===== src/rtl/vga_pkg.sv =====
// Shared VGA timing defaults, the axis-total derivation and the scan phase type.
package vga_pkg;

  localparam int unsigned COUNT_W = 10;

  // 640x480 @ 60 Hz with a 25 MHz pixel rate
  localparam int unsigned H_ACTIVE_DEF = 640;
  localparam int unsigned H_FP_DEF     = 16;
  localparam int unsigned H_SYNC_DEF   = 96;
  localparam int unsigned H_BP_DEF     = 48;
  localparam int unsigned V_ACTIVE_DEF = 480;
  localparam int unsigned V_FP_DEF     = 10;
  localparam int unsigned V_SYNC_DEF   = 2;
  localparam int unsigned V_BP_DEF     = 33;

  typedef enum logic [1:0] {
    PhaseActive,
    PhaseFront,
    PhaseSync,
    PhaseBack
  } phase_e;

  function automatic int unsigned axis_total(input int unsigned active, input int unsigned fp,
                                             input int unsigned sync, input int unsigned bp);
    return active + fp + sync + bp;
  endfunction

endpackage


===== src/rtl/vga_sync_gen_if.sv =====
// Video timing bundle produced by vga_sync_gen; master drives, slave consumes.
interface vga_sync_gen_if;
  import vga_pkg::*;

  logic               pixelTick;
  logic               hSync;
  logic               vSync;
  logic               videoOn;
  logic [COUNT_W-1:0] pixelX;
  logic [COUNT_W-1:0] pixelY;
  logic               frameStart;

  modport master (
    output pixelTick, hSync, vSync, videoOn, pixelX, pixelY, frameStart
  );

  modport slave (
    input pixelTick, hSync, vSync, videoOn, pixelX, pixelY, frameStart
  );
endinterface


===== src/rtl/vga_axis_counter.sv =====
// One scan axis: wrapping position counter plus combinational phase decode.
module vga_axis_counter
  import vga_pkg::*;
#(
  parameter int unsigned Active = H_ACTIVE_DEF,
  parameter int unsigned Fp     = H_FP_DEF,
  parameter int unsigned Sync   = H_SYNC_DEF,
  parameter int unsigned Bp     = H_BP_DEF
) (
  input  logic               inClk,
  input  logic               reset,
  input  logic               enable,
  output logic [COUNT_W-1:0] count,
  output logic               wrap,
  output phase_e             phase
);

  localparam int unsigned Total = axis_total(Active, Fp, Sync, Bp);

  localparam logic [COUNT_W-1:0] LastCount  = COUNT_W'(Total - 1);
  localparam logic [COUNT_W-1:0] FrontStart = COUNT_W'(Active);
  localparam logic [COUNT_W-1:0] SyncStart  = COUNT_W'(Active + Fp);
  localparam logic [COUNT_W-1:0] BackStart  = COUNT_W'(Active + Fp + Sync);

  // High on the edge that takes the counter from its last value back to zero
  assign wrap = enable && (count == LastCount);

  always_ff @(posedge inClk) begin
    if (reset) begin
      count <= '0;
    end else if (wrap) begin
      count <= '0;
    end else if (enable) begin
      count <= count + COUNT_W'(1);
    end
  end

  always_comb begin
    phase = PhaseBack;
    if (count < FrontStart) begin
      phase = PhaseActive;
    end else if (count < SyncStart) begin
      phase = PhaseFront;
    end else if (count < BackStart) begin
      phase = PhaseSync;
    end
  end

endmodule


===== src/rtl/vga_sync_gen.sv =====
// VGA raster timing generator; define VGA_SYNC_FRAME_PULSE_EN to enable the
// one-cycle frameStart pulse (otherwise frameStart is tied low).
module vga_sync_gen
  import vga_pkg::*;
#(
  parameter int unsigned H_ACTIVE = H_ACTIVE_DEF,
  parameter int unsigned H_FP     = H_FP_DEF,
  parameter int unsigned H_SYNC   = H_SYNC_DEF,
  parameter int unsigned H_BP     = H_BP_DEF,
  parameter int unsigned V_ACTIVE = V_ACTIVE_DEF,
  parameter int unsigned V_FP     = V_FP_DEF,
  parameter int unsigned V_SYNC   = V_SYNC_DEF,
  parameter int unsigned V_BP     = V_BP_DEF
) (
  input  logic           inClk,
  input  logic           reset,
  vga_sync_gen_if.master vga
);

  logic               tick;
  logic               hWrap;
  logic               vWrap;
  logic [COUNT_W-1:0] hCount;
  logic [COUNT_W-1:0] vCount;
  phase_e             hPhase;
  phase_e             vPhase;

  // Divides inClk by two to give the pixel-rate enable
  always_ff @(posedge inClk) begin
    if (reset) begin
      tick <= 1'b0;
    end else begin
      tick <= ~tick;
    end
  end

  vga_axis_counter #(
    .Active(H_ACTIVE),
    .Fp    (H_FP),
    .Sync  (H_SYNC),
    .Bp    (H_BP)
  ) uHoriz (
    .inClk (inClk),
    .reset (reset),
    .enable(tick),
    .count (hCount),
    .wrap  (hWrap),
    .phase (hPhase)
  );

  // hWrap already includes tick, so the vertical axis steps once per line
  vga_axis_counter #(
    .Active(V_ACTIVE),
    .Fp    (V_FP),
    .Sync  (V_SYNC),
    .Bp    (V_BP)
  ) uVert (
    .inClk (inClk),
    .reset (reset),
    .enable(hWrap),
    .count (vCount),
    .wrap  (vWrap),
    .phase (vPhase)
  );

  assign vga.pixelTick = tick;
  assign vga.hSync     = (hPhase != PhaseSync);
  assign vga.vSync     = (vPhase != PhaseSync);
  assign vga.videoOn   = (hPhase == PhaseActive) && (vPhase == PhaseActive);
  assign vga.pixelX    = hCount;
  assign vga.pixelY    = vCount;

`ifdef VGA_SYNC_FRAME_PULSE_EN
  logic frameStartReg;

  // Set on the edge where both axes wrap, so it is high during the first cycle at (0,0)
  always_ff @(posedge inClk) begin
    if (reset) begin
      frameStartReg <= 1'b0;
    end else begin
      frameStartReg <= vWrap;
    end
  end

  assign vga.frameStart = frameStartReg;
`else
  logic unusedVWrap;
  assign unusedVWrap    = vWrap;
  assign vga.frameStart = 1'b0;
`endif

endmodule


===== src/flat_wrapper.sv =====
// flat-port wrapper written by rule: the top's interface ports become plain ports
module vga_sync_gen_flat import vga_pkg::*;
#(
  parameter int unsigned H_ACTIVE = H_ACTIVE_DEF,
  parameter int unsigned H_FP     = H_FP_DEF,
  parameter int unsigned H_SYNC   = H_SYNC_DEF,
  parameter int unsigned H_BP     = H_BP_DEF,
  parameter int unsigned V_ACTIVE = V_ACTIVE_DEF,
  parameter int unsigned V_FP     = V_FP_DEF,
  parameter int unsigned V_SYNC   = V_SYNC_DEF,
  parameter int unsigned V_BP     = V_BP_DEF
)
  (inClk, reset, vga_pixelTick, vga_hSync, vga_vSync, vga_videoOn, vga_pixelX, vga_pixelY, vga_frameStart);
  vga_sync_gen_if vga_i ();
  input  logic inClk;
  input  logic reset;
  output wire logic [$bits(vga_i.pixelTick)-1:0] vga_pixelTick;
  output wire logic [$bits(vga_i.hSync)-1:0] vga_hSync;
  output wire logic [$bits(vga_i.vSync)-1:0] vga_vSync;
  output wire logic [$bits(vga_i.videoOn)-1:0] vga_videoOn;
  output wire logic [$bits(vga_i.pixelX)-1:0] vga_pixelX;
  output wire logic [$bits(vga_i.pixelY)-1:0] vga_pixelY;
  output wire logic [$bits(vga_i.frameStart)-1:0] vga_frameStart;
  assign vga_pixelTick = vga_i.pixelTick;
  assign vga_hSync = vga_i.hSync;
  assign vga_vSync = vga_i.vSync;
  assign vga_videoOn = vga_i.videoOn;
  assign vga_pixelX = vga_i.pixelX;
  assign vga_pixelY = vga_i.pixelY;
  assign vga_frameStart = vga_i.frameStart;
  vga_sync_gen #(.H_ACTIVE(H_ACTIVE), .H_FP(H_FP), .H_SYNC(H_SYNC), .H_BP(H_BP), .V_ACTIVE(V_ACTIVE), .V_FP(V_FP), .V_SYNC(V_SYNC), .V_BP(V_BP)) u_core (.inClk(inClk), .reset(reset), .vga(vga_i));
endmodule

===== config.mk =====
export PLATFORM = sky130hd
export DESIGN_NAME = vga_sync_gen_flat
export DESIGN_NICKNAME = d
export VERILOG_FILES = /design/src/rtl/vga_pkg.sv /design/src/rtl/vga_sync_gen_if.sv /design/src/rtl/vga_axis_counter.sv /design/src/rtl/vga_sync_gen.sv /design/src/flat_wrapper.sv
export SDC_FILE = /design/constraint.sdc
export NUM_CORES = 1
export LEC_CHECK = 0
export ABC_AREA = 1
export CORE_ASPECT_RATIO = 1.4
export CORE_MARGIN = 2
export CORE_UTILIZATION = 49
export CTS_BUF_LIST = sky130_fd_sc_hd__clkbuf_16
export DETAILED_ROUTE_END_ITERATION = 10
export GPL_TIMING_DRIVEN = 0
export HOLD_SLACK_MARGIN = 0.12
export PLACE_DENSITY = 0.78
export SLEW_MARGIN = 40
export SYNTH_ARGS = -nofsm -noshare
export SYNTH_HDL_FRONTEND = slang
export SYNTH_SLANG_ARGS = --single-unit
export TNS_END_PERCENT = 10

===== constraint.sdc =====
create_clock -name inClk -period 1.8 [get_ports inClk]
set_clock_uncertainty 0.1 [all_clocks]
set_input_delay 0.36 -clock inClk [delete_from_list [all_inputs] [get_ports inClk]]
set_output_delay 0.36 -clock inClk [all_outputs]
set_load 0.005 [all_outputs]

### Word level (Yosys, flattened, before mapping)

Cells that the tools add are included.

* $add $sub $neg: 2
* $lt $le $gt $ge: 6
* equal/unequal tests: 4
* multiplexer cells: 6
* bitwise logic cells: 1
* reductions and logical operators: 7

Operator list (number)
* < comparator 10 bit (second input constant): 3
* < comparator 10 x 9 -> 1 bit (second input constant): 3
* adder 10 x 1 -> 10 bit (second input constant): 2
* == test 10 bit (second input constant): 2
* 2-to-1 mux 2 bit: 4
* logical NOT 2 bit: 2
* inequality test 2 bit (second input constant): 2
* OR reduction 2 bit: 2
* logical AND 1 bit: 3
* 2-to-1 mux 1 bit: 2
* inverter 1 bit: 1

* register bits after elaboration: 21
* output and inout bits: 25

### Longest topological paths before layout

Gate-level depths: netlist of the first run.

* depth after elaboration: 6
* gate-level depth with buffers: 10
* gate-level depth less buffers: 10

### By module

A second synthesis of the first run with hierarchy kept.

* cell total of the unflattened synthesis: 190
* area, all modules: 1255.0 sq um

By module, submodules not included
* vga_axis_counter at u_core.uVert: times used 1, cells an instance 91, area each 603.1 sq um
* vga_axis_counter at u_core.uHoriz: times used 1, cells an instance 86, area each 583.1 sq um
* vga_sync_gen: times used 1, cells an instance 13, area each 68.8 sq um

### Worst setup path after synthesis of the first run

Ideal clock, no wire load.

* path type: flip-flop to flip-flop
* start point: reg u_core.uHoriz.count[0]
* end point: reg u_core.uVert.count[9]
* library setup time: 115 ps
* arrival time: 1203 ps
* data required time: 1585 ps
* path slack: 382 ps
* cell stages (with the launch flop): 8
* clock period less this slack: 1418 ps
* cell sequence: dfxtp_1 -> ha_1 -> nand3_2 -> nor3_2 -> buf_4 -> nand3_1 -> nand2_1 -> nor2_1

* cells in the longest elaborated chain, start to end: 4

Ends and longest elaborated chain
* from (decl): line vga_axis_counter.sv:13 `output logic [COUNT_W-1:0] count,`
* from (signal assigned): line vga_axis_counter.sv:34 `count <= count + COUNT_W'(1);`
* == test 10 bit *: line vga_axis_counter.sv:26 `assign wrap = enable && (count == LastCount);`
* logical AND 1 bit *: line vga_axis_counter.sv:26
* logical AND 1 bit: line vga_axis_counter.sv:26
* OR reduction 2 bit (no source line)
* to (signal assigned): line vga_axis_counter.sv:34
* to (decl): line vga_axis_counter.sv:13

Mark *: on every way between the ends. The rest lies on a longest branch, timed or not.
A chain may end at the register's enable or synchronous reset.

### Worst setup path in the final report of the first run

* start point: reg u_core.uHoriz.count[8]
* end point: out vga_videoOn

* cells in the longest elaborated chain, start to end: 6
* elaborated cells between the ends (all ways): 8

Ends and longest elaborated chain
* < comparator 10 bit: line vga_axis_counter.sv:44 `end else if (count < BackStart) begin`
* 2-to-1 mux 1 bit: line vga_axis_counter.sv:44
* 2-to-1 mux 2 bit: line vga_axis_counter.sv:42 `end else if (count < SyncStart) begin`
* 2-to-1 mux 2 bit *: line vga_axis_counter.sv:40 `if (count < FrontStart) begin`
* logical NOT 2 bit *: line vga_sync_gen.sv:69 `assign vga.videoOn = (hPhase == PhaseActive) && (vPhase == PhaseActive);`
* logical AND 1 bit *: line vga_sync_gen.sv:69
* to (decl): line flat_wrapper.sv:20 `output wire logic [$bits(vga_i.videoOn)-1:0] vga_videoOn;`

Marks and branches as above.

==> results of run 1 <==
==> registers in the layout, indices dropped and copies added, names as in the netlist <==
| name | flops |
|---|---|
| u_core.vga.pixelTick | 1 |
| u_core.uHoriz.count | 10 |
| u_core.uVert.count | 10 |
==> synth_stat cells <==
library cell,count,area share [%]
sky130_fd_sc_hd__nand2_2,1,0.51
sky130_fd_sc_hd__a21oi_1,9,3.7
sky130_fd_sc_hd__nand3_1,11,4.5
sky130_fd_sc_hd__nor4_1,1,0.51
sky130_fd_sc_hd__nand4_1,4,2.1
sky130_fd_sc_hd__xnor2_1,3,2.2
sky130_fd_sc_hd__nor3_2,1,0.82
sky130_fd_sc_hd__inv_1,25,7.7
sky130_fd_sc_hd__ha_1,3,3.1
sky130_fd_sc_hd__nand2_4,1,0.92
sky130_fd_sc_hd__mux2i_1,1,0.82
sky130_fd_sc_hd__dfxtp_1,21,35
sky130_fd_sc_hd__inv_2,1,0.31
sky130_fd_sc_hd__xor2_1,4,2.9
sky130_fd_sc_hd__nand3b_1,1,0.62
sky130_fd_sc_hd__or2_0,1,0.51
sky130_fd_sc_hd__conb_1,1,0.31
sky130_fd_sc_hd__nand2_1,58,18
sky130_fd_sc_hd__buf_4,3,1.8
sky130_fd_sc_hd__nor2_1,27,8.3
sky130_fd_sc_hd__nor3_1,2,0.82
sky130_fd_sc_hd__nand3_2,2,1.6
sky130_fd_sc_hd__o221ai_1,1,0.72
sky130_fd_sc_hd__o21ai_0,2,0.82
sky130_fd_sc_hd__buf_6,1,0.92
sky130_fd_sc_hd__nor2_2,2,1.0
==> worst min-delay path by stage <==
stage,start,to,slack [ns],cells past startpoint
4_1_cts,u_core.uHoriz.count[9],u_core.uHoriz.count[9],0.38,2
3_5_place_dp,u_core.uHoriz.count[9],u_core.uHoriz.count[9],0.39,2
6_report,u_core.uHoriz.count[9],u_core.uHoriz.count[9],0.38,2
5_1_grt,u_core.uHoriz.count[7],u_core.uHoriz.count[7],0.40,2
3_3_place_gp,u_core.uHoriz.count[9],u_core.uHoriz.count[9],0.38,2
2_1_floorplan,reset,u_core.vga.pixelTick,0.33,1
==> report_power, final <==
group / switching [mW] / internal, mW
Combinational: 0.0241 / 0.0261
Sequential: 0.00547 / 0.463
Clock: 0.166 / 0.296
==> kinds of logic after synthesis <==
logic type | synth area share (%)
other | 0.308
XOR/XNOR | 5.04
AO/OA/AOI/OAI | 5.24
AND/OR/NAND/NOR | 40.2
adder cells (fa/ha/maj) | 3.08
multiplexers | 0.822
buffers and inverters | 10.8
flip-flops | 34.5
==> routing by layer <==
layer / GRT usage, % / vias up / share of wire (%)
met1: 25.3 / 571 / 41
met5: 0 / - / 0
met3: 2.89 / 6 / 3.4
met2: 37.8 / 31 / 53
met4: 9.64 / 0 / 1.8
li1: - / 636 / -
==> stage by stage <==
| step | setup WS (ns) | area (um^2) | instances | setup TNS [ns] | total power [mW] |
|---|---|---|---|---|---|
| floorplan | 0.382 | 1220 | 187 | 0 | 0.517 |
| finish | 0.0148 | 1600 | 239 | 0 | 0.981 |
| global placement | -0.0257 | 1500 | 235 | -0.0257 | 0.534 |
| CTS | 0.0387 | 1600 | 239 | 0 | 0.987 |
| detailed placement | -0.0236 | 1500 | 235 | -0.0236 | 0.537 |
| global route | -0.0293 | 1600 | 239 | -0.0359 | 1.02 |
==> worst max-delay path, cell delays in order (launching register included) <==
cell and delay [ns]:
sky130_fd_sc_hd__dfxtp_1 0.36, sky130_fd_sc_hd__nand2_1 0.10, sky130_fd_sc_hd__inv_1 0.06, sky130_fd_sc_hd__nor4_1 0.28, sky130_fd_sc_hd__dlygate4sd2_1 0.27
==> final cells by class <==
type / count / area [um^2]
sequential: 21 / 447
clock buffer: 3 / 75.1
timing repair buffer: 25 / 246
fill: 223 / 762
inverter: 26 / 97.6
tap: 23 / 28.8
clock inverter: 1 / 3.75
multi-input combinational: 136 / 671
buffer: 4 / 33.8
==> cells in the final DEF, fill, tap and decap left out, types with 3 or more instances in the layout <==
| cell | n |
|---|---|
| sky130_fd_sc_hd__buf_4 | 3 |
| sky130_fd_sc_hd__dfxtp_1 | 10 |
| sky130_fd_sc_hd__inv_1 | 26 |
| sky130_fd_sc_hd__a21oi_1 | 9 |
| sky130_fd_sc_hd__ha_1 | 3 |
| sky130_fd_sc_hd__nand4_1 | 4 |
| sky130_fd_sc_hd__dlygate4sd2_1 | 3 |
| sky130_fd_sc_hd__nand3_1 | 11 |
| sky130_fd_sc_hd__nor2_1 | 27 |
| sky130_fd_sc_hd__clkbuf_16 | 3 |
| sky130_fd_sc_hd__clkdlybuf4s50_1 | 22 |
| sky130_fd_sc_hd__dfxtp_2 | 6 |
| sky130_fd_sc_hd__xnor2_1 | 3 |
| sky130_fd_sc_hd__dfxtp_4 | 5 |
| sky130_fd_sc_hd__xor2_1 | 4 |
| sky130_fd_sc_hd__nand2_1 | 58 |
==> repair_timing <==
item	4_1_cts	5_1_grt
setup endpoints to repair	3	2
gates resized for setup	20	0
pin swaps	1	0
hold buffers	0	0
==> Implementation_results.wiki, run 1 <==
{| class="wikitable"
! Metric !! Value
|-
| Overall track demand over capacity in global routing || ~22%
|-
| Kind of end point of the critical path || output pin
|-
| Global-route wire length before repair || 4840 um
|-
| Cell Rows || 21
|-
| Count of maximum capacitance violations || 0
|-
| Number of ports placed on the die boundary || 27
|-
| Worst-case vdd ir drop || between 0.0003 and 0.0004 V
|-
| Number of distinct library cells after synthesis || 26
|-
| Number of instances in the synthesized netlist || 187
|-
| Worst path arrival time || 1.33 ns
|-
| Critical Path Start || u_core.uHoriz.count[8]
|-
| Cell area after synthesis || 0.00122 mm^2
|-
| Detailed-placement wirelength estimate || 2040 um
|-
| Total length of routed wires || 2800 um
|-
| Worst hold-check slack || 0.383 ns
|-
| Number of max-slew violations in the final report || 0
|-
| DRT iter0 DRCs || 50
|-
| End of the worst register-to-register path || u_core.uVert.count[5]
|-
| Timing-limited maximum frequency || 560 MHz
|-
| Required time of the worst setup path || 1.34 ns
|-
| Via count of the first global-routing pass || between 1000 and 1500
|-
| CTS H-tree depth || 1
|-
| Net Count, Synth || 192
|-
| Buffer cell driving the clock tree root || sky130_fd_sc_hd__clkbuf_16
|-
| Number of hold-slack violations in the final timing report || 0
|-
| Setup repair after global routing missed its margin || true
|-
| Sequential fraction of the synthesis area || 34.5%
|-
| Via Count || approximately 1200
|-
| Average wire length per cell after detail routing || 11.7 um
|-
| Maximum fanout count along the critical path || 6
|-
| Power Density || 612 mW/mm^2
|-
| Origin of the critical flop-to-flop path || u_core.uHoriz.count[0]
|-
| Overall die area || 0.00290 mm^2
|-
| Largest net degree at the start of global routing || 12
|-
| Max Buffers Root-to-Sink || 2
|-
| Sinks on Clock Net || 21
|-
| Worst min path class || reg -> reg
|-
| TritonCTS clock tree || done
|-
| Placeable core area || 0.00236 mm^2
|-
| Final weighted congestion of routability-driven global placement || just under 0.9
|-
| Vertical extent of the die || 63.0 um
|-
| Port-buffer cells || 25
|-
| Starting utilization of the core area || 51.5%
|-
| Number of antenna violations at the first check in global routing || 0
|-
| Critical path capture point || vga_videoOn
|-
| CP startpoint kind || flip-flop
|-
| Number of setup violations in the final report || 0
|-
| Syn avg cell area || 6.51 um^2
|-
| FF-to-FF setup slack || 0.14 ns
|-
| Diode insertion count for antenna repair || 0
|-
| Clock latency at the later pin of the worst-skew pair || 0.25 ns
|-
| Total setup buffers inserted after CTS || 0
|-
| Post-CTS clock slew at the launch and capture registers of the worst setup and hold paths || around 0.06 ns
|-
| Remaining antenna violation count after routing || 0
|-
| Share of layout cells above drive strength 1 || 12.5%
|-
| FF-to-FF path depth || 8
|-
| Run status || finished clean
|-
| 1st-pass router iterations || 4
|-
| Standby leakage power || 0.685 nW
|-
| Num CTS Buffers || 3
|-
| Net count, final || 222
|-
| Overall overflow remaining after global route || 0
|-
| Post-route fraction of the period consumed by the critical path || 99.2%
|-
| Final cell utilization of the core || 67.8%
|-
| Min Clock Period, post-route || ~1.8 ns
|-
| Routed vias/inst || 5.21
|-
| Class of the most critical setup path || reg -> out
|-
| Residual DRC || 0
|-
| Horizontal extent of the die || 46.1 um
|-
| Layout Area Growth over Synthesis || 31.7%
|-
| Warning count from the yosys run || 0
|-
| Number of synthesized register bits || 21
|}
No activity file was read; power rests on OpenSTA's default activity.
==> run 2, diff against run 1 <==
--- a/config.mk
+++ b/config.mk
@@ -5,10 +5,9 @@
 export SDC_FILE = /design/constraint.sdc
 export NUM_CORES = 1
 export LEC_CHECK = 0
-export ABC_AREA = 1
 export CORE_ASPECT_RATIO = 1.4
 export CORE_MARGIN = 2
-export CORE_UTILIZATION = 49
+export CORE_UTILIZATION = 48
 export CTS_BUF_LIST = sky130_fd_sc_hd__clkbuf_16
 export DETAILED_ROUTE_END_ITERATION = 10
 export GPL_TIMING_DRIVEN = 0
==> run 2 against run 1 <==
The run now ends with setup timing left. Clock power rose by 2%. Worst hold slack is essentially flat. Global-route usage rose by 4.0 points. Core utilization is 11 points higher. Largest power group is now the clock network.
==> Implementation_results.wiki, run 2 <==
{| class="wikitable"
! Metric !! Value
|-
| Hold Buf Count CTS || 0
|-
| Origin of the critical flop-to-flop path || u_core.uHoriz.count[1]
|-
| Crit path cell chain || ha_4 -> nand4_1 -> buf_6 -> or3_4 -> o41ai_1 -> a21oi_1
|-
| Max Buffers Root-to-Sink || 2
|-
| Total length of routed wires || approximately 3500 um
|-
| Layout Area Growth over Synthesis || 57.5%
|-
| Top post-synthesis cells by area || sky130_fd_sc_hd__dfxtp_1, sky130_fd_sc_hd__xnor2_1, sky130_fd_sc_hd__nor2_1
|-
| Min Clock Period, post-route || 2.11 ns
|-
| Number of ports placed on the die boundary || 27
|-
| Overall die area || 0.00265 mm^2
|-
| Largest net degree at the start of global routing || 12
|-
| Run status || finished with violations
|-
| Clock latency at the later pin of the worst-skew pair || 0.26 ns
|-
| Switching power share of the total || a little over a fifth
|-
| Warning count from the yosys run || 0
|-
| Worst path arrival time || between 2 and 2.5 ns
|-
| Timing-limited maximum frequency || 474 MHz
|-
| Worst min path class || reg -> reg
|-
| Via Count || 1173
|-
| Post-layout total power || 1000 uW
|-
| Number of hold-slack violations in the final timing report || 0
|-
| Overall track demand over capacity in global routing || between 20 and 30%
|-
| Failing checks || setup timing
|-
| Number of distinct library cells after synthesis || 37
|-
| Number of setup violations in the final report || 11
|-
| Setup repair after global routing missed its margin || true
|-
| Worst slew margin relative to its limit || 66.6%
|-
| Maximum fanout count along the critical path || 6
|-
| Average wire length per cell after detail routing || 17.9 um
|-
| Count of flip-flops with a built-in enable after synthesis || 0
|-
| Cell Rows || 20
|-
| Net Count, Synth || 132
|-
| Most frequent cells after synthesis || sky130_fd_sc_hd__dfxtp_1, sky130_fd_sc_hd__nor2_1, sky130_fd_sc_hd__nand2_1, sky130_fd_sc_hd__a21oi_1, sky130_fd_sc_hd__nand3_1
|-
| Number of max-slew violations in the final report || 0
|-
| Transition time of the tightest slew-check pin || 0.495 ns
|-
| Worst-case vdd ir drop || 0.000582 V
|-
| Horizontal extent of the die || 44.1 um
|-
| Kind of end point of the critical path || flip-flop
|-
| Remaining antenna violation count after routing || 0
|-
| Share of total power in combinational logic || between 5 and 6%
|-
| Port-buffer cells || 25
|-
| TritonCTS clock tree || done
|-
| Diode insertion count for antenna repair || 0
|-
| Standby leakage power || between 0.5 and 0.6 nW
|-
| Net count, final || 178
|-
| Most numerous cell in the Yosys netlist || sky130_fd_sc_hd__dfxtp_1
|-
| Residual DRC || 0
|-
| Placeable core area || between 0.002 and 0.0025 mm^2
|-
| Post-route worst setup slack || -0.310 ns
|-
| Routed vias/inst || 6.05
|-
| Sinks on Clock Net || 21
|-
| CP peak stage delay || 0.53 ns
|-
| CTS H-tree depth || 1
|-
| Share of async-settable or async-resettable flops after synthesis || 0%
|-
| Main synth FF type || sky130_fd_sc_hd__dfxtp_1
|-
| Clock network power share || 47.3%
|-
| Share of layout cells above drive strength 1 || 34.9%
|-
| Critical Path Start || u_core.uHoriz.count[1]
|-
| Overall overflow remaining after global route || 0
|-
| Dominant cell type by area after synthesis || sky130_fd_sc_hd__dfxtp_1
|-
| Sequential fraction of the synthesis area || about two fifths
|-
| Count of maximum capacitance violations || 0
|-
| Sw power || 209 uW
|-
| Post-synthesis share of cell area spent on full adders, half adders and majority gates || under 10%
|-
| Family with the most delay on the worst path || compound AO/OA/AOI/OAI gates
|-
| Post-route fraction of the period consumed by the critical path || 117%
|-
| DRT iter0 DRCs || 48
|-
| Vertical extent of the die || around 60 um
|-
| Xor and xnor area share after synthesis || between 8 and 9%
|-
| Syn avg cell area || 8.51 um^2
|-
| Worst hold-check slack || between 0.3 and 0.4 ns
|-
| Post-synthesis simple-gate area fraction || 30.6%
|-
| Max stage delay cell, worst path || sky130_fd_sc_hd__o41ai_1
|-
| Via count of the first global-routing pass || approximately 1100
|-
| Cell area after synthesis || ~0.0011 mm^2
|-
| Number of instances in the synthesized netlist || roughly 130
|-
| Synthesized-area fraction occupied by ao, oa, aoi and oai cells || between 10% and 20%
|-
| Most used cells in the layout excluding fill and tap cells || sky130_fd_sc_hd__clkdlybuf4s50_1, sky130_fd_sc_hd__buf_4, sky130_fd_sc_hd__nor2_1, sky130_fd_sc_hd__nand2_1, sky130_fd_sc_hd__nand3_1
|-
| 1st-pass router iterations || 4
|-
| Required time of the worst setup path || 1.82 ns
|-
| Num CTS Buffers || 3
|-
| Buffering stage count on the worst path with inverters included || 1
|-
| Final weighted congestion of routability-driven global placement || 0.809
|-
| Post-Route Setup TNS || -1.21 ns
|-
| Commonest non-fill, non-tap cell in the layout || sky130_fd_sc_hd__clkdlybuf4s50_1
|-
| Buffer cell driving the clock tree root || sky130_fd_sc_hd__clkbuf_16
|-
| Global-route wire length before repair || 5130 um
|-
| Portion of total power attributed to sequential cells || around 47%
|-
| Share of the synthesized area in the top cell type || between 30% and 40%
|-
| Post-CTS clock slew at the launch and capture registers of the worst setup and hold paths || 0.06 ns
|-
| Detailed-placement wirelength estimate || 1810 um
|-
| Power Density || a little under 600 mW/mm^2
|-
| Starting utilization of the core area || between 50% and 60%
|-
| Main combinational cell family by area after synthesis || simple AND/OR/NAND/NOR gates
|-
| Source of the worst hold timing path || u_core.uVert.count[7]
|-
| Internal || 791 uW
|-
| Class of the most critical setup path || reg -> reg
|-
| Number of antenna violations at the first check in global routing || 0
|-
| Number of synthesized register bits || 21
|-
| CP startpoint kind || flip-flop
|-
| Share of cell area taken by muxes after synthesis || 2.89%
|}
run 2: changes by cell type after synthesis, moves of 3 or more:
cell,before,now
sky130_fd_sc_hd__nor2_1,27,13
sky130_fd_sc_hd__inv_1,25,4
sky130_fd_sc_hd__nor3_1,2,7
sky130_fd_sc_hd__xnor2_1,3,6
sky130_fd_sc_hd__o31ai_1,0,3
sky130_fd_sc_hd__nand3_1,11,8
sky130_fd_sc_hd__nand2_1,58,10
run 2: stage by stage:
step                std cells  utilization (%)  setup WS (ns)  cell area, um^2
floorplan                 127                -        -0.0704             1100
global placement          174             63.9         -0.409             1380
CTS                       189             76.0        -0.0945             1640
global route              194             79.1         -0.308             1700
detailed placement        174             64.1         -0.286             1380
finish                    194             79.1         -0.310             1700
run 2: kinds of logic after synthesis:
group,count (synthesis)
and+or+nand+nor,61
DFF,21
AOI/OAI and AO/OA,18
xor gates and xnor gates,10
buffers and inverters,10
adders and majority gates,3
muxes,3
other,1
run 2: power by group through the flow:
stage / Sequential, mW / Combinational, mW / Clock (mW)
after global routing: 0.468 / 0.0628 / 0.497
after detailed placement: 0.487 / 0.0437 / 0
after CTS: 0.468 / 0.0568 / 0.469
final: 0.468 / 0.0588 / 0.473
after global placement: 0.487 / 0.0416 / 0
after floorplan: 0.487 / 0.0214 / 0
run 2: repair_timing:
action	4_1_cts	5_1_grt
pin swaps	7	7
setup endpoints to repair	13	14
gates resized for setup	34	16
setup buffers	13	5
run 2: final timing paths:
check,endpoint,slack [ns],depth (start not counted)
worst min register to register,u_core.uVert.count[7],0.38,2
worst max-delay path,u_core.uVert.count[9],-0.31,6
worst min-delay path,u_core.uVert.count[7],0.38,2
worst max register to register,u_core.uVert.count[9],-0.31,6
run 2: area by class of cell:
cell class	count	area, um^2
flip-flops and latches	21	455
multi-input cells	96	707
inverters	4	15.0
clock buffers	3	75.1
clock inverters	1	3.75
plain buffers	4	35.0
well taps	22	27.5
fillers	143	449
repair buffers	43	384
run 2: metal layers:
layer  global-route usage (%)  vias to the layer above  part of all wire, %
li1                         -                      548                    -
met1                     30.6                      547                   39
met2                     41.8                       66                   52
met3                     4.83                       12                  6.5
met4                     17.3                        0                  2.9
met5                        0                        -                    0
run 2: worst reg2reg max path: stages, from the launching register on:
cell,delay (ns)
sky130_fd_sc_hd__dfxtp_4,0.36
sky130_fd_sc_hd__ha_4,0.15
sky130_fd_sc_hd__nand4_1,0.13
sky130_fd_sc_hd__buf_6,0.17
sky130_fd_sc_hd__or3_4,0.43
sky130_fd_sc_hd__o41ai_1,0.53
sky130_fd_sc_hd__a21oi_1,0.12
==> run 3, diff against run 2 <==
--- a/config.mk
+++ b/config.mk
@@ -5,14 +5,13 @@
 export SDC_FILE = /design/constraint.sdc
 export NUM_CORES = 1
 export LEC_CHECK = 0
-export CORE_ASPECT_RATIO = 1.4
 export CORE_MARGIN = 2
-export CORE_UTILIZATION = 48
+export CORE_UTILIZATION = 60
 export CTS_BUF_LIST = sky130_fd_sc_hd__clkbuf_16
 export DETAILED_ROUTE_END_ITERATION = 10
-export GPL_TIMING_DRIVEN = 0
+export DONT_BUFFER_PORTS = 1
 export HOLD_SLACK_MARGIN = 0.12
-export PLACE_DENSITY = 0.78
+export PLACE_DENSITY = 0.76
 export SLEW_MARGIN = 40
 export SYNTH_ARGS = -nofsm -noshare
 export SYNTH_HDL_FRONTEND = slang
==> run 3 against run 2 <==
The flow still finishes with violations (setup timing). Sequential power is 2% higher. First-iteration DRC count is 54% higher. Clock power hardly changed. Maximum frequency is 14% higher.
==> Implementation_results.wiki, run 3 (synthesis gave the netlist of run 2 again) <==
{| class="wikitable"
! Metric !! Value
|-
| Run status || finished with violations
|-
| Failing checks || setup timing
|-
| Buffer cell driving the clock tree root || sky130_fd_sc_hd__clkbuf_16
|-
| Critical Path Start || u_core.uHoriz.count[7]
|-
| Buffering stage count on the worst path with inverters included || 0
|-
| Average wire length per cell after detail routing || 18.3 um
|-
| Most used cells in the layout excluding fill and tap cells || sky130_fd_sc_hd__buf_4, sky130_fd_sc_hd__dfxtp_1, sky130_fd_sc_hd__nor2_1, sky130_fd_sc_hd__nand2_1
|-
| Required time of the worst setup path || 1.89 ns
|-
| Residual DRC || 0
|-
| Horizontal extent of the die || 46.4 um
|-
| Family with the most delay on the worst path || simple AND/OR/NAND/NOR gates
|-
| Global-route wire length before repair || 4680 um
|-
| Via Count || 1140
|-
| Final cell utilization of the core || a little over four fifths
|-
| Max stage delay cell, worst path || sky130_fd_sc_hd__or4b_2
|-
| Overall track demand over capacity in global routing || about a third
|-
| Area occupied by multi-input gates || 662 um^2
|-
| Commonest non-fill, non-tap cell in the layout || sky130_fd_sc_hd__buf_4
|-
| Starting utilization of the core area || 63.3%
|-
| Crit path cell chain || nand4b_1 -> nor4_2 -> or4b_2 -> a21oi_1
|-
| CTS H-tree depth || 1
|-
| Max Buffers Root-to-Sink || 2
|-
| Critical path capture point || u_core.uVert.count[9]
|-
| Worst hold-check slack || 0.310 ns
|-
| Count of maximum capacitance violations || 0
|-
| Number of ports placed on the die boundary || 27
|-
| Fill cell instance count of the final layout || 103
|-
| Setup repair after global routing missed its margin || true
|-
| Total length of routed wires || 3290 um
|-
| Timing-limited maximum frequency || 540 MHz
|-
| Post-route worst setup slack || -0.0516 ns
|-
| Layout Area Growth over Synthesis || 33.2%
|-
| Remaining antenna violation count after routing || 0
|-
| CP startpoint kind || flip-flop
|-
| Origin of the critical flop-to-flop path || u_core.uHoriz.count[7]
|-
| Power Density || around 690 mW/mm^2
|-
| Worst-case vdd ir drop || ~0.00051 V
|-
| Via count of the first global-routing pass || 1035
|-
| Diode insertion count for antenna repair || 0
|-
| Number of max-slew violations in the final report || 0
|-
| Detailed-placement wirelength estimate || 2080 um
|-
| Pre-CTS WS || -0.0973 ns
|-
| Worst path arrival time || 1.94 ns
|-
| 1st-pass router iterations || 4
|-
| Sinks on Clock Net || 21
|-
| Cell Rows || 15
|-
| Vertical extent of the die || 46.4 um
|-
| Overall die area || 0.00216 mm^2
|-
| Post-Route Setup TNS || -0.104 ns
|-
| Clock latency at the later pin of the worst-skew pair || 0.26 ns
|-
| Final weighted congestion of routability-driven global placement || between 0.9 and 1
|-
| Number of hold-slack violations in the final timing report || 0
|-
| Port-buffer cells || 0
|-
| DRT iter0 DRCs || 74
|-
| Num CTS Buffers || 3
|-
| End of the worst register-to-register path || u_core.uVert.count[9]
|-
| Class of the most critical setup path || reg -> reg
|-
| Kind of end point of the critical path || flip-flop
|-
| Reg area || roughly 430 um^2
|-
| TritonCTS clock tree || done
|-
| Share of layout cells above drive strength 1 || 32.3%
|-
| Instance area at placement || 0.00129 mm^2
|-
| Post-route fraction of the period consumed by the critical path || 103%
|-
| Final design instance area without fill || approximately 0.0014 mm^2
|-
| Net count, final || 161
|-
| Min Clock Period, post-route || 1.85 ns
|-
| Post-CTS clock slew at the launch and capture registers of the worst setup and hold paths || 0.06 ns
|-
| Standby leakage power || around 0.52 nW
|-
| FF-to-FF setup slack || -0.05 ns
|-
| Placeable core area || 0.00171 mm^2
|-
| CP peak stage delay || 0.60 ns
|-
| Routed vias/inst || 6.33
|-
| Worst min path class || in -> reg
|-
| Logic depth of the worst path, buffers included || 4
|-
| Maximum fanout count along the critical path || 4
|-
| Largest net degree at the start of global routing || 12
|-
| Number of setup violations in the final report || 3
|-
| FF-to-FF path depth || 4
|-
| Number of antenna violations at the first check in global routing || 0
|-
| Overall overflow remaining after global route || 0
|}
run 3: cell count changes in the layout (fill, tap and decap cells not counted), sizes merged:
cell	delta
buf	+7
clkdlybuf4s50	-21
dlygate4sd3	+1
dlygate4sd2	-1
dlymetal6s2s	-1
clkbuf	-2
run 3: timing repair:
item | in CTS | in global routing
resized for setup | 3 | 6
endpoints found under the hold margin | 5 | 0
buffers inserted | 1 | 0
hold buffers | 1 | 0
setup endpoints to repair | 2 | 10
pin swaps | 2 | 4
run 3: per-stage QoR:
step | power (mW) | cells
floorplan | 0.509 | 127
global placement | 0.520 | 174
detailed placement | 0.521 | 174
CTS | 0.989 | 180
global route | 1.02 | 180
finish | 0.992 | 180
run 3: area by class of cell:
cell class              instances  share of cell area [%]
multi-input cells              96                    46.0
flip-flops and latches         21                    29.5
repair buffers                 30                    15.8
clock buffers                   3                    5.21
well taps                      25                    2.17
inverters                       4                    1.04
clock inverters                 1                   0.261
run 3: per-layer routing:
metal / vias to the layer above / track usage [%] / routed length [um]
li1: 516 / - / -
met1: 536 / 40.0 / 1250
met2: 71 / 48.1 / 1560
met3: 17 / 11.8 / 354
met4: 0 / 14.9 / 135
met5: - / 0 / 0
run 3: how the worst min path moves through the flow:
stage                     cells past startpoint  slack, ns                     end   from
after floorplan                               1       0.32  u_core.uHoriz.count[4]  reset
after global placement                        1       0.33  u_core.uHoriz.count[4]  reset
after detailed placement                      1       0.33    u_core.vga.pixelTick  reset
after CTS                                     2       0.31   u_core.uVert.count[6]  reset
after global routing                          2       0.33   u_core.uVert.count[1]  reset
final                                         2       0.31   u_core.uVert.count[6]  reset
run 3: power by group:
part | total (mW) | switching [mW] | leakage, nW | internal [mW]
logic | 0.0416 | 0.0220 | 0.309 | 0.0196
registers | 0.476 | 0.00470 | 0.172 | 0.472
clock network | 0.474 | 0.178 | 0.0423 | 0.297
total | 0.992 | 0.204 | 0.523 | 0.788
